<file path="config.mk">
export PLATFORM = sky130hd
export DESIGN_NAME = instruction_fetch_unit
export DESIGN_NICKNAME = d
export VERILOG_FILES = /design/src/rtl/instruction_fetch_unit_pkg.sv /design/src/rtl/instruction_fetch_unit_fetch_fifo.sv /design/src/rtl/instruction_fetch_unit.sv
export SDC_FILE = /design/constraint.sdc
export NUM_CORES = 1
export LEC_CHECK = 0
export BUFFER_PORTS_ARGS = -buffer_cell sky130_fd_sc_hd__buf_4
export CAP_MARGIN = 5
export CORE_ASPECT_RATIO = 1.5
export CORE_MARGIN = 5
export CORE_UTILIZATION = 50
export DETAILED_ROUTE_END_ITERATION = 10
export PLACE_DENSITY = 0.79
export SYNTH_ARGS = -nofsm -noshare
export SYNTH_HDL_FRONTEND = slang
export SYNTH_SLANG_ARGS = --single-unit
</file>
<file path="constraint.sdc">
create_clock -name clk -period 7.8 [get_ports clk]
set_input_delay 0.78 -clock clk [delete_from_list [all_inputs] [get_ports clk]]
set_output_delay 0.78 -clock clk [all_outputs]
set_load 0.05 [all_outputs]
</file>
<file path="src/rtl/instruction_fetch_unit_pkg.sv">
// ----------------------------------------------------------------------------
// instruction_fetch_unit_pkg
//   Shared constants for the instruction fetch path: the NOP word presented
//   to decode when nothing is valid, and the fetch FSM state encodings.
// ----------------------------------------------------------------------------
package instruction_fetch_unit_pkg;

  // addi x0, x0, 0
  localparam logic [31:0] NOP_INSTR = 32'h0000_0013;

  typedef enum logic [1:0] {
    IFU_RUN   = 2'd0,  // no read outstanding
    IFU_WAIT  = 2'd1,  // one live read outstanding
    IFU_FLUSH = 2'd2   // one stale read outstanding, response is dropped
  } ifu_state_e;

endpackage

</file>
<file path="src/rtl/instruction_fetch_unit_fetch_fifo.sv">
// ----------------------------------------------------------------------------
// fetch_fifo
//   Small synchronous FIFO holding {pc, instr} entries between program memory
//   and decode. Flush empties it in one cycle and wins over push/pop.
// Ports
//   clk, rst       clock, asynchronous active-high reset
//   flush          drop all entries
//   push/push_data write one entry
//   pop            remove the head entry
//   head_data      current head entry (meaningless when empty)
//   empty/full     fill-level flags
//   count          number of stored entries
// ----------------------------------------------------------------------------
module fetch_fifo #(
  parameter int WIDTH = 64,
  parameter int DEPTH = 2
) (
  input  logic                   clk,
  input  logic                   rst,
  input  logic                   flush,
  input  logic                   push,
  input  logic [WIDTH-1:0]       push_data,
  input  logic                   pop,
  output logic [WIDTH-1:0]       head_data,
  output logic                   empty,
  output logic                   full,
  output logic [$clog2(DEPTH):0] count
);

  localparam int AW = $clog2(DEPTH);

  logic [AW-1:0]    wr_ptr_q, wr_ptr_d, rd_ptr_q, rd_ptr_d;
  logic [AW:0]      count_q, count_d;
  logic [WIDTH-1:0] mem_q [DEPTH];
  logic             do_push, do_pop;

  assign empty     = (count_q == '0);
  assign full      = (count_q == (AW+1)'(DEPTH));
  assign count     = count_q;
  assign head_data = mem_q[rd_ptr_q];

  always_comb begin
    do_pop   = pop && !empty;
    // a simultaneous pop frees a slot, so push is legal even when full
    do_push  = push && (!full || do_pop);
    wr_ptr_d = wr_ptr_q + AW'(do_push);
    rd_ptr_d = rd_ptr_q + AW'(do_pop);
    count_d  = count_q + (AW+1)'(do_push) - (AW+1)'(do_pop);
    if (flush) begin
      wr_ptr_d = '0;
      rd_ptr_d = '0;
      count_d  = '0;
    end
  end

  always_ff @(posedge clk or posedge rst) begin
    if (rst) begin
      wr_ptr_q <= '0;
      rd_ptr_q <= '0;
      count_q  <= '0;
    end else begin
      wr_ptr_q <= wr_ptr_d;
      rd_ptr_q <= rd_ptr_d;
      count_q  <= count_d;
    end
  end

  // storage needs no reset: entries are only observed while counted
  always_ff @(posedge clk) begin
    if (do_push && !flush) mem_q[wr_ptr_q] <= push_data;
  end

endmodule

</file>
<file path="src/rtl/instruction_fetch_unit.sv">
// ----------------------------------------------------------------------------
// instruction_fetch_unit
//   Keeps the PC, issues single-outstanding word reads to program memory,
//   buffers returned words with their PC and hands them to decode over a
//   valid/ready handshake. A redirect flushes the buffer, kills the head
//   combinationally and drops any in-flight read.
// Ports
//   clk, rst                 clock, asynchronous active-high reset
//   pmem_req/addr/gnt        read request, held with addr until gnt
//   pmem_rvalid/rdata        read response, >=1 cycle after gnt
//   instr_valid/ready        decode handshake
//   instr, instr_pc          head word (NOP when invalid) and its PC
//   redirect_valid/pc        taken branch/jump: refetch from redirect_pc
//   fetch_misalign           sticky misaligned-redirect flag
//                            (only with IFU_MISALIGN_TRAP_EN defined)
// Build option: IFU_MISALIGN_TRAP_EN -- trap misaligned redirects instead
//   of silently aligning them.
// ----------------------------------------------------------------------------
module instruction_fetch_unit
  import instruction_fetch_unit_pkg::*;
#(
  parameter int                  PC_WIDTH     = 32,
  parameter int                  INSTR_WIDTH  = 32,
  parameter int                  FIFO_DEPTH   = 2,
  parameter logic [PC_WIDTH-1:0] RESET_VECTOR = '0
) (
  input  logic                   clk,
  input  logic                   rst,
  output logic                   pmem_req,
  output logic [PC_WIDTH-1:0]    pmem_addr,
  input  logic                   pmem_gnt,
  input  logic                   pmem_rvalid,
  input  logic [INSTR_WIDTH-1:0] pmem_rdata,
  output logic                   instr_valid,
  input  logic                   instr_ready,
  output logic [INSTR_WIDTH-1:0] instr,
  output logic [PC_WIDTH-1:0]    instr_pc,
  input  logic                   redirect_valid,
  input  logic [PC_WIDTH-1:0]    redirect_pc
`ifdef IFU_MISALIGN_TRAP_EN
  ,
  output logic                   fetch_misalign
`endif
);

  localparam int CW = $clog2(FIFO_DEPTH) + 1;

  ifu_state_e              state_q, state_d;
  logic [PC_WIDTH-1:0]     pc_q, pc_d, req_pc_q, req_pc_d, tgt_pc;
  logic                    active_q;
  logic                    trap;
  logic                    fifo_push, fifo_pop, fifo_empty, fifo_full;
  logic [CW-1:0]           fifo_count;
  logic [PC_WIDTH-1:0]     head_pc;
  logic [INSTR_WIDTH-1:0]  head_instr;

`ifdef IFU_MISALIGN_TRAP_EN
  logic misalign_q, misalign_d;
  assign tgt_pc         = redirect_pc;
  assign trap           = misalign_q;
  assign fetch_misalign = misalign_q;
  assign misalign_d     = redirect_valid ? (redirect_pc[1:0] != 2'b00) : misalign_q;
  always_ff @(posedge clk or posedge rst) begin
    if (rst) misalign_q <= 1'b0;
    else     misalign_q <= misalign_d;
  end
`else
  assign tgt_pc = redirect_pc & ~PC_WIDTH'(3);
  assign trap   = 1'b0;
`endif

  // Nothing is in flight while in RUN, so fill level alone gates issue.
  // active_q holds off the first request until the cycle after reset.
  assign pmem_req    = active_q && (state_q == IFU_RUN) && (fifo_count < CW'(FIFO_DEPTH))
                       && !redirect_valid && !trap;
  assign pmem_addr   = pc_q;
  assign instr_valid = !fifo_empty && !redirect_valid && !trap;
  assign fifo_pop    = instr_valid && instr_ready;
  assign instr       = instr_valid ? head_instr : INSTR_WIDTH'(NOP_INSTR);
  assign instr_pc    = instr_valid ? head_pc : '0;

  always_comb begin
    state_d   = state_q;
    pc_d      = pc_q;
    req_pc_d  = req_pc_q;
    fifo_push = 1'b0;
    case (state_q)
      IFU_RUN: begin
        if (pmem_req && pmem_gnt) begin
          req_pc_d = pc_q;
          pc_d     = pc_q + PC_WIDTH'(4);
          state_d  = IFU_WAIT;
        end
      end
      IFU_WAIT: begin
        if (pmem_rvalid) begin
          fifo_push = !redirect_valid && !fifo_full;
          state_d   = IFU_RUN;
        end else if (redirect_valid) begin
          state_d = IFU_FLUSH;
        end
      end
      IFU_FLUSH: if (pmem_rvalid) state_d = IFU_RUN;
      default:   state_d = IFU_RUN;
    endcase
    if (redirect_valid) pc_d = tgt_pc;
  end

  always_ff @(posedge clk or posedge rst) begin
    if (rst) begin
      state_q  <= IFU_RUN;
      pc_q     <= RESET_VECTOR;
      req_pc_q <= '0;
      active_q <= 1'b0;
    end else begin
      state_q  <= state_d;
      pc_q     <= pc_d;
      req_pc_q <= req_pc_d;
      active_q <= 1'b1;
    end
  end

  fetch_fifo #(
    .WIDTH (PC_WIDTH + INSTR_WIDTH),
    .DEPTH (FIFO_DEPTH)
  ) u_fifo (
    .clk       (clk),
    .rst       (rst),
    .flush     (redirect_valid),
    .push      (fifo_push),
    .push_data ({req_pc_q, pmem_rdata}),
    .pop       (fifo_pop),
    .head_data ({head_pc, head_instr}),
    .empty     (fifo_empty),
    .full      (fifo_full),
    .count     (fifo_count)
  );

  // a response with no read outstanding is a memory-side protocol error
  a_no_stray_rvalid: assert property (@(posedge clk) disable iff (rst)
    !(state_q == IFU_RUN && pmem_rvalid))
    else $error("pmem_rvalid with no read outstanding");

endmodule

</file>
* Yosys cells after proc, flatten, opt, wreduce, memory -nomap -nowiden *
Memory sizes are Yosys's and may differ from the RTL's.
Cells that the tools add are included.
W data, S select, Z words.

word-level totals
  flip-flop bits (word level) = 71
  RAM bits = 128
  output and inout port bits = 98
  memories = 1

operators by class
  add/sub/neg operators = 5
  magnitude comparators = 1
  equality and inequality tests = 6
  muxes and demuxes = 17
  reductions and logical operators = 21

memory list
  memory        depth  width  rd ports  clocked after memory_dff  wr ports  line                                     text
  u_fifo.mem_q  2      64     1         0                         1         instruction_fetch_unit_fetch_fifo.sv:34  logic [WIDTH-1:0] mem_q [DEPTH];

operators with widths
  operator                 number
  $mux W32                 5
  $add A32 B3 Y32 const B  1
  $logic_and A1 B1 Y1      10
  $mux W2                  5
  $mux W1                  6
  $pmux W2 S3              1
  $eq A2 B2 Y1 const B     2
  $logic_not A2 Y1         2
  $reduce_and A2 Y1        2
  $reduce_bool A2 Y1       2
  $logic_not A1 Y1         3
  $ne A3 B3 Y1 const B     1
  $reduce_and A3 Y1        1
  $add A1 B1 Y1            2
  $add A2 B1 Y2            1
  $eq A2 B1 Y1 const B     1
  $lt A2 B2 Y1 const B     1
  $ne A2 B1 Y1 const B     1
  $ne A2 B2 Y1 const B     1
  $sub A2 B1 Y2            1
  $logic_or A1 B1 Y1       1

* Longest topological paths before layout *
Gate-level depths: netlist (run 1).

  depth after elaboration = 10
  gate-level depth with buffers = 8
  depth with buffers taken out = 7

* Cells and area by module *
From an unflattened synthesis (run 1), not the netlist that was laid out.

second synthesis, totals
  cells, all modules = 657
  area, all modules = 8,529.4 um^2

modules (own cells, without submodules)
  module                  instances  cells each  area each (um^2)  sequential area each (um^2)
  fetch_fifo              1          229         4,906.0           3,943.8
  instruction_fetch_unit  1          428         3,623.5           1,576.5

* Least setup slack after synthesis (run 1) *
OpenSTA, ideal clock, no wires.

  path kind = input-to-reg
  start point = input port redirect_valid
  end point = memory u_fifo.mem_q[0][0] (enable)
  library setup time = 0.482 ns
  arrival time = 3.812 ns
  path slack = 3.505 ns
  stages = 4
  path buffers = 1
  cells stage by stage = buf_6 -> nor2_1 -> o2111ai_1 -> nor2_1

between the ends
  word-level cells in the longest chain between the ends = 9

RTL lines
  item                             line                                                                                                 text
  from (decl)                      instruction_fetch_unit.sv:38                                                                         input logic redirect_valid,
  $logic_not A1 Y1 *               instruction_fetch_unit_fetch_fifo.sv:70, instruction_fetch_unit.sv:77, instruction_fetch_unit.sv:97
  $logic_and A1 B1 Y1              instruction_fetch_unit.sv:77                                                                         assign instr_valid = !fifo_empty && !redirect_valid && !trap;
  $logic_and A1 B1 Y1              instruction_fetch_unit.sv:78                                                                         assign fifo_pop = instr_valid && instr_ready;
  $logic_and A1 B1 Y1              instruction_fetch_unit_fetch_fifo.sv:43                                                              do_pop = pop && !empty;
  $logic_or A1 B1 Y1               instruction_fetch_unit_fetch_fifo.sv:45                                                              do_push = push && (!full || do_pop);
  $logic_and A1 B1 Y1              instruction_fetch_unit_fetch_fifo.sv:45
  $logic_and A1 B1 Y1 *            instruction_fetch_unit_fetch_fifo.sv:70                                                              if (do_push && !flush) mem_q[wr_ptr_q] <= push_data;
  $mux W1 *                        instruction_fetch_unit_fetch_fifo.sv:70
  $mux W1 (not written as such) *  instruction_fetch_unit_fetch_fifo.sv:70
  to (decl)                        instruction_fetch_unit_fetch_fifo.sv:34

Mark *: on every way between the ends. The rest lies on a longest branch, timed or not.

* Worst setup path in the final report (run 1) *
  start point = input port redirect_valid
  end point = output port instr[4]

between the ends
  word-level cells in the longest chain between the ends = 3

RTL lines
  item                 line                          text
  $logic_not A1 Y1     instruction_fetch_unit.sv:77
  $logic_and A1 B1 Y1  instruction_fetch_unit.sv:77
  $mux W32             instruction_fetch_unit.sv:79  assign instr = instr_valid ? head_instr : INSTR_WIDTH'(NOP_INSTR);
  to (decl)            instruction_fetch_unit.sv:36  output logic [INSTR_WIDTH-1:0] instr,

No other way between the ends.

==> results by stage, run 1 <==
Routing:
- The routed design has roughly 18000 um of wire.
- The number of vias in the routed layout is between 5000 and 6000.
- The routed via count divided by cell count is 5.49.
- After detailed routing, the average wire length per cell comes to 17.3 um.
- The DRC marker count from the first detailed-route iteration is approximately 320.
- The count of antenna-violating nets left after detailed routing is 0.
- In the routed design, unresolved DRC markers number 0.
- The first-pass detailed-route iteration total is 4.

Worst setup path:
- The maximum cell stage delay along the critical path is 980 ps.
- The buffering stage count on the worst path with inverters included is 3.
- Walking the worst path, the cells encountered are buf_4 -> or2_2 -> inv_1 -> nand2_1 -> buf_4.
- The endpoint type of the worst setup path is a primary output.
- STA puts the critical path data arrival time at 2800 ps.
- The cell type group with the largest total delay on the critical path is simple AND/OR/NAND/NOR gates.
- On the critical path, the stage with the largest delay is an instance of sky130_fd_sc_hd__or2_2.
- The most numerous cell on the critical path is sky130_fd_sc_hd__buf_4.
- The endpoint required time on the critical path is 7020 ps.
- STA classifies the critical path startpoint as a primary input.
- The largest fanout of any net on the critical path is 61.
- The critical path in this run is classified as in -> out.

Global routing:
- The met2 routing resource usage after global routing is 33.8%.
- The initial antenna violation count is 0.
- The total overflow left after global routing is 0.
- The global-route met1 utilization is 22.8%.
- The via count of the first global-routing pass came to 5782.
- Across every metal layer, demand over resource in global routing totals 19.2%.
- The global-route track usage on met3 is 3.67%.
- The wire length of the first global-routing pass is between 20000 and 30000 um.
- In this run the most used layer during global routing was met2.
- Entering global routing, the biggest net connects 68 pins.

Die:
- The initialized floorplan defines 56 standard-cell rows.
- The die is 113 um wide.
- The y dimension of the die is about 160 um.
- The standard cell core area is 0.0157 sq mm.
- The starting density of the core is 50.9%.
- The floorplan step defined a die boundary enclosing 0.0187 sq mm.
- The number of placed I/O pins is 168.

Place:
- Input and output buffers added on the ports amount to 161.
- The worst-case setup slack after placement is approximately 4200 ps.
- The global placement routability congestion is approximately 0.86.
- The detailed placer's ending HPWL is 11800 um.
- The placed instances occupy a cell area of 0.00935 sq mm.
- The number of placed instances with taps included is around 990.

Timing:
- At the pin with the least slew margin, the transition time is between 1000 and 1500 ps.
- Clock skew on the completed layout was measured at 12.0 ps.
- Headroom to the max-slew limit came out at 22.6%.
- The number of pins exceeding their max-slew limit in the final report came to 0.
- Setup violations remaining at the end of the flow were counted as 0.
- The part of the cycle the worst path needs is between 40% and 50%.
- Setup repair after global routing left no endpoint under its margin.
- Timing would allow up to 280 MHz.
- After layout, the worst setup slack is roughly 4200 ps.
- The total negative slack is 0 ps.
- The time the worst path needs with I/O delays and setup is 3580 ps.
- The count of final hold-check violations is 0.

CTS:
- Once the clock tree was built, the setup fixing pass inserted 0 buffers.
- The number of hold buffers added after CTS is 0.
- TritonCTS built the clock tree.
- The clock root buffer is sky130_fd_sc_hd__clkbuf_16.
- Clock-pin slew was measured on the worst setup and hold paths at around 60 ps.
- The H-tree depth is 4.
- The clock latency on the worst-skew pair is 410 ps.
- The clock sink count is 191.
- Post-CTS repair changed the size of 0 cells.
- The clock passes through at most 2 buffers.
- Buffers inserted during clock tree synthesis total 17.

Logic synthesis:
- Synthesis produced 656 cells.
- The per-instance average area after synthesis is 12.2 sq um.
- In the synthesized netlist the async set-or-reset flop fraction comes to 35.1%.
- The number of synthesized flops with an enable pin is around 120.
- After synthesis, the netlist uses 47 different library cells.
- The Yosys warning count is 0.
- In this run, synthesis produced a sequential element count of 191.
- The summed instance area of the synthesized netlist is ~0.0080 sq mm.
- The main flop type after synthesis is sky130_fd_sc_hd__edfxtp_1.
- The sequential fraction of the synthesis area is 67.5%.

Cells and area:
- In the final layout, the multi-input gates occupy 0.00241 sq mm.
- From synthesis to final layout, the design area changed by 24.0%.
- After the last flow step, the layout net total stands at 876.
- With fillers left out, the area of the finished cells amounts to 0.00992 sq mm.
- The final non-filler cell total is 1020.
- After filler insertion, the fill cell instance count of the layout stands at 1249.
- The repair_antennas step left the layout with diodes totalling 0.
- Cells with a size suffix above 1 make up ~25% of the layout.
- The sequential cells in the finished layout cover a total of 0.00540 sq mm.

Min path:
- The path category of the worst min-delay check is reg -> reg.

Pwr:
- The switching power summed over all nets is 594 uW.
- The net switching fraction of the power is 25.6%.
- Sequential cells burn 52.9% of the power.
- The relative contribution of the clock network to total power is 36.2%.
- The combinational cell fraction of total power is 10.9%.
- The highest ir drop seen on vdd is ~0.00015 V.
- Internal power comes to 1.72 mW.
- The analysis attributes to cell leakage a power of 3.96 nW.
- The cell area power density is 233 mW/mm^2.

Job:
- The total of max-cap violations is 0.

Run status:
- The flow ran to the end, and the final reports show no timing, DRC or antenna violations.
## cells in the mapped netlist (all sizes together), types with 2 or more instances
master	number	area share, %
ha	2	0.31
a31oi	4	0.31
o211ai	7	0.66
nand2	122	5.7
nor4	5	0.39
o311ai	9	0.99
nor2	85	4.0
edfxtp	124	47
mux2i	66	8.3
or4	3	0.38
buf	12	0.85
xor2	5	0.55
and2	4	0.31
dfrtp	67	21
nor2b	5	0.39
nand4	20	1.6
o221ai	2	0.22
clkbuf	27	1.3
o21ai	25	1.6
inv	12	0.56
conb	2	0.094
a22oi	3	0.28
nor3	3	0.19
a32oi	2	0.22
a21oi	3	0.19
nand3	14	0.88
and3	2	0.16
nand3b	6	0.56
## layer usage
metal  vias up  routed length [um]
li1       2638                   -
met1      2715                6720
met2       213                9520
met3        34                 908
met4         0                 465
met5         -                   0
## state kept, by name (all words and copies together), names as in the netlist
| register | cells |
|---|---|
| u_fifo.count | 2 |
| u_fifo.mem_q | 124 |
| req_pc_q | 30 |
| u_fifo.wr_ptr_q | 1 |
| u_fifo.rd_ptr_q | 1 |
| pmem_addr | 30 |
| active_q | 1 |
| state_q | 2 |
## worst paths after layout
kind | startpoint | endpoint | slack [ps] | depth (start not counted)
worst max-delay path | redirect_valid | instr[4] | 4220 | 5
worst min-delay path | req_pc_q[14] | u_fifo.mem_q[1][46] | 470 | 0
worst max register to register | state_q[0] | pmem_addr[13] | 4930 | 6
worst min register to register | req_pc_q[14] | u_fifo.mem_q[1][46] | 470 | 0
max in group asynchronous | rst | u_fifo.rd_ptr_q | 6540 | 3
min in group asynchronous | rst | pmem_addr[24] | 600 | 3
## per-stage QoR
stage | utilization (%) | hold WS, ps | power, mW
final | 63.2 | 468 | 2.31
after detailed placement | 59.6 | 458 | 1.50
after global placement | 59.6 | 450 | 1.48
after floorplan | - | 442 | 1.39
after global routing | 63.2 | 488 | 2.41
after CTS | 63.2 | 472 | 2.33
## cells by family after synthesis
family,synth area share (%)
and+or+nand+nor,15.1
DFF,67.5
muxes,8.40
AOI/OAI and AO/OA,5.18
buffers and inverters,2.68
xor gates and xnor gates,0.657
adders and majority gates,0.313
other,0.0939
## cell type report
type,instances,share of cell area [%]
tap,203,2.56
clock buffer,20,4.40
sequential,191,54.5
clock inverter,12,1.35
inverter,12,0.454
multi-input combinational,417,24.3
timing repair buffer,165,12.5
## power by group through the flow
stage / Combinational (mW) / Clock, mW / Sequential (mW)
2_1_floorplan: 0.119 / 0 / 1.27
5_1_grt: 0.276 / 0.899 / 1.23
6_report: 0.253 / 0.838 / 1.22
3_5_place_dp: 0.253 / 0 / 1.24
3_3_place_gp: 0.245 / 0 / 1.23
4_1_cts: 0.256 / 0.853 / 1.22
## layout by cell type (no fill, tap or decap), types with 6 or more instances in the layout
cell type	Yosys	final
sky130_fd_sc_hd__buf_4	4	165
sky130_fd_sc_hd__edfxtp_1	124	124
sky130_fd_sc_hd__nand2_1	122	121
sky130_fd_sc_hd__nor2_1	85	83
sky130_fd_sc_hd__mux2i_1	66	66
sky130_fd_sc_hd__dfrtp_1	67	66
sky130_fd_sc_hd__o21ai_0	25	25
sky130_fd_sc_hd__nand4_1	20	20
sky130_fd_sc_hd__clkbuf_16	0	17
sky130_fd_sc_hd__nand3_1	14	14
sky130_fd_sc_hd__inv_1	12	11
sky130_fd_sc_hd__o311ai_0	8	8
sky130_fd_sc_hd__o211ai_1	7	7
sky130_fd_sc_hd__nand3b_1	6	6
Note: power is estimated with default switching activity, not from simulation.
==> run 2, diff against run 1 <==
CORE_UTILIZATION = 49   (was 50)
PLACE_DENSITY = 0.81   (was 0.79)
clock period = 3.1 ns   (was 7.8 ns; I/O delays follow)
==> results by stage, run 2 (synthesized netlist as in run 1, its figures left out) <==
Worst setup path:
- The kind of critical path is reg -> reg (was in -> out).
- The endpoint required time on the critical path is 3450 ps (was 7020 ps).
- The endpoint type of the worst setup path is a flop (was primary output).
- The startpoint of the most critical setup path is state_q[0] (was redirect_valid).
- The critical path data arrival time is 2930 ps (was 2800 ps).
- The launch instance of the worst register-to-register path is state_q[0] (unchanged).
- The largest fanout of any net on the critical path is 6 (was 61).
- The reg2reg setup slack is 520 ps (was 4930 ps).
- The element type at the critical path start is a flop (was primary input).

Timing:
- RSZ-0062 raised after global routing: false (unchanged).
- The headroom to the max-slew limit was 30.0% (was 22.6%).
- The number of pins exceeding their max-slew limit in the final report is 0 (unchanged).
- The count of final hold-check violations was 0 (unchanged).
- The worst slack on hold paths is 62.2 ps (was 468 ps).
- The worst path needs 2580 ps of the cycle, external delays included.
- The total negative slack is 0 ps (unchanged).
- The final setup skew is 10.3 ps (was 12.0 ps).
- The transition time at the pin with the least slew margin came to 1050 ps (was 1160 ps).
- In the finished design, the share of the clock period the worst path needs comes to a little over four fifths.
- The highest achievable clock rate is 388 MHz.
- The final critical-path setup slack came to 520 ps (was 4220 ps).
- The count of final setup violators is 0 (unchanged).

CTS:
- The clock root buffer is sky130_fd_sc_hd__clkbuf_16 (unchanged).
- The clock tree from TritonCTS is yes (unchanged).
- The buffer depth of the longest clock path was 2 (unchanged).
- The clock slew at the register clock pins of the worst setup and hold paths is 70 ps (was 60 ps).
- The H-tree depth came to 4 (unchanged).
- The clock latency on the worst-skew pair is 420 ps (was 410 ps).
- The clock sink count is 191 (unchanged).
- The number of buffers added by the clock tree synthesis step is 17 (unchanged).

Die:
- The number of placed I/O pins was 168 (unchanged).
- The y dimension of the die is 166 um (was 165 um).
- The number of placement rows is 57 (was 56).
- The starting density of the core is 49.6% (was 50.9%).
- The overall die width is 114 um (was 113 um).
- The standard cell core area is 0.0161 sq mm (was 0.0157 sq mm).
- The area enclosed by the die boundary is 0.0190 sq mm (was 0.0187 sq mm).

Cells and area:
- The filler cell count in the final layout came to 1303 (was 1249).
- The net total in the final layout was 886 (was 876).
- The number of flip-flops in the largest register was 124 (unchanged).
- The final non-filler cell area is 0.0101 sq mm (was 0.00992 sq mm).
- The diode insertion count for antenna repair is 0 (unchanged).
- The final non-filler cell total is 1033 (was 1020).
- The register name with the most flops is u_fifo.mem_q (unchanged).
- Most used cells in the layout excluding fill and tap cells: 168 x sky130_fd_sc_hd__buf_4, 124 x sky130_fd_sc_hd__edfxtp_1, 121 x sky130_fd_sc_hd__nand2_1 (was 165 x sky130_fd_sc_hd__buf_4, 124 x sky130_fd_sc_hd__edfxtp_1, 121 x sky130_fd_sc_hd__nand2_1).
- The final core area utilization is 62.7% (was 63.2%).
- The leading cell type in the layout, fill and taps excluded is sky130_fd_sc_hd__buf_4 (unchanged).
- The signed area change from the synthesized netlist to the final layout was 26.4% (was 24.0%).
- The share of final-layout standard cells stronger than drive strength 1 is 26.2% (was 25.1%).

Place:
- The detailed placer's ending HPWL was 12000 um (was 11800 um).
- The count of input and output buffers is 161 (unchanged).
- The global placement routability congestion is 0.822 (was 0.856).
- The number of placed instances with taps included is 1000 (was 988).
- The worst-case setup slack after placement is 525 ps (was 4200 ps).
- The area of placed instances came to 0.00950 sq mm (was 0.00935 sq mm).

Routing:
- The first-pass detailed-route iteration total was 4 (unchanged).
- The count of antenna-violating nets left after detailed routing is 0 (unchanged).
- The DRC marker count from the first detailed-route iteration is 343 (was 319).
- The routed via count divided by cell count is 5.38 (was 5.49).
- The routed wire length is 17400 um (was 17600 um).
- The routed wire length per instance is 16.8 um (was 17.3 um).
- The detailed-route DRC error count is 0 (unchanged).
- The number of vias in the routed layout came to 5557 (was 5600).

Global routing:
- The initial antenna violation count is 0 (unchanged).
- The total congestion overflow is 0 (unchanged).
- The maximum number of pins on one net before global-route repair is 63 (was 68).
- The via count of the first global-routing pass is 5562 (was 5782).
- The wire length of the first global-routing pass is 28000 um (was 28700 um).
- The all-layer global routing usage is 18.5% (was 19.2%).

Min path:
- The startpoint of the tightest hold check path is pmem_rvalid (was req_pc_q[14]).
- The path category of the worst min-delay check is in -> reg (was reg -> reg).

Pwr:
- The reported leakage power is 4.06 nW (was 3.96 nW).
- The cell area power density is 585 mW/mm^2 (was 233 mW/mm^2).
- The highest ir drop seen on vdd is 0.000362 V (was 0.000154 V).
- The total chip power is 5.92 mW (was 2.31 mW).

Run status:
- Status: finished clean (unchanged).

Job:
- The total of max-cap violations is 0 (unchanged).
## run 2: changes by cell type in the layout (fill, tap and decap cells not counted), moves of 2 or more
cell                         delta
sky130_fd_sc_hd__inv_8          +2
sky130_fd_sc_hd__clkbuf_1       -3
sky130_fd_sc_hd__buf_4          +3
sky130_fd_sc_hd__buf_12         +6
sky130_fd_sc_hd__clkinvlp_2     -3
sky130_fd_sc_hd__clkinv_2       +2
## run 2: path summary, 6_finish.rpt
path	cells past startpoint	end
worst min register to register	0	u_fifo.mem_q[0][45]
worst max-delay path	5	pmem_addr[24]
worst max register to register	5	pmem_addr[24]
worst min-delay path	2	state_q[1]
min in group asynchronous	3	pmem_addr[24]
max in group asynchronous	4	u_fifo.rd_ptr_q
## run 2: repair_timing
action | 4_1_cts | 5_1_grt
endpoints found under the hold margin | 8 | 0
hold buffers | 1 | 0
gates resized for setup | 0 | 0
buffers inserted | 0 | 0
## run 2: final cells by class
class                      instances  area (sq um)  share of cell area, %
tap                              206           258                   2.55
clock buffer                      17           425                   4.21
clock inverter                    15           175                   1.73
sequential                       191          5400                   53.5
inverter                          12          45.0                  0.446
multi-input combinational        417          2410                   23.8
timing repair buffer             175          1390                   13.8
## run 2: power by group
group | switching [mW] | internal (mW) | total [mW]
logic | 0.411 | 0.234 | 0.646
registers | 0.170 | 2.91 | 3.08
clock network | 0.976 | 1.22 | 2.19
total | 1.56 | 4.36 | 5.92
## run 2: layer usage
metal / global-route usage, % / share of wire, % / up-vias
met1: 22.6 / 39 / 2692
met3: 2.83 / 4.9 / 33
met2: 32.6 / 53 / 179
li1: - / - / 2653
met4: 7.03 / 2.5 / 0
met5: 0 / 0 / -
## run 2: worst max-delay path: stages, from the launching register on
cell	delay (ps)
sky130_fd_sc_hd__dfrtp_1	430
sky130_fd_sc_hd__or4b_4	570
sky130_fd_sc_hd__or4_4	600
sky130_fd_sc_hd__or4_4	580
sky130_fd_sc_hd__nor2_1	150
sky130_fd_sc_hd__mux2i_1	190
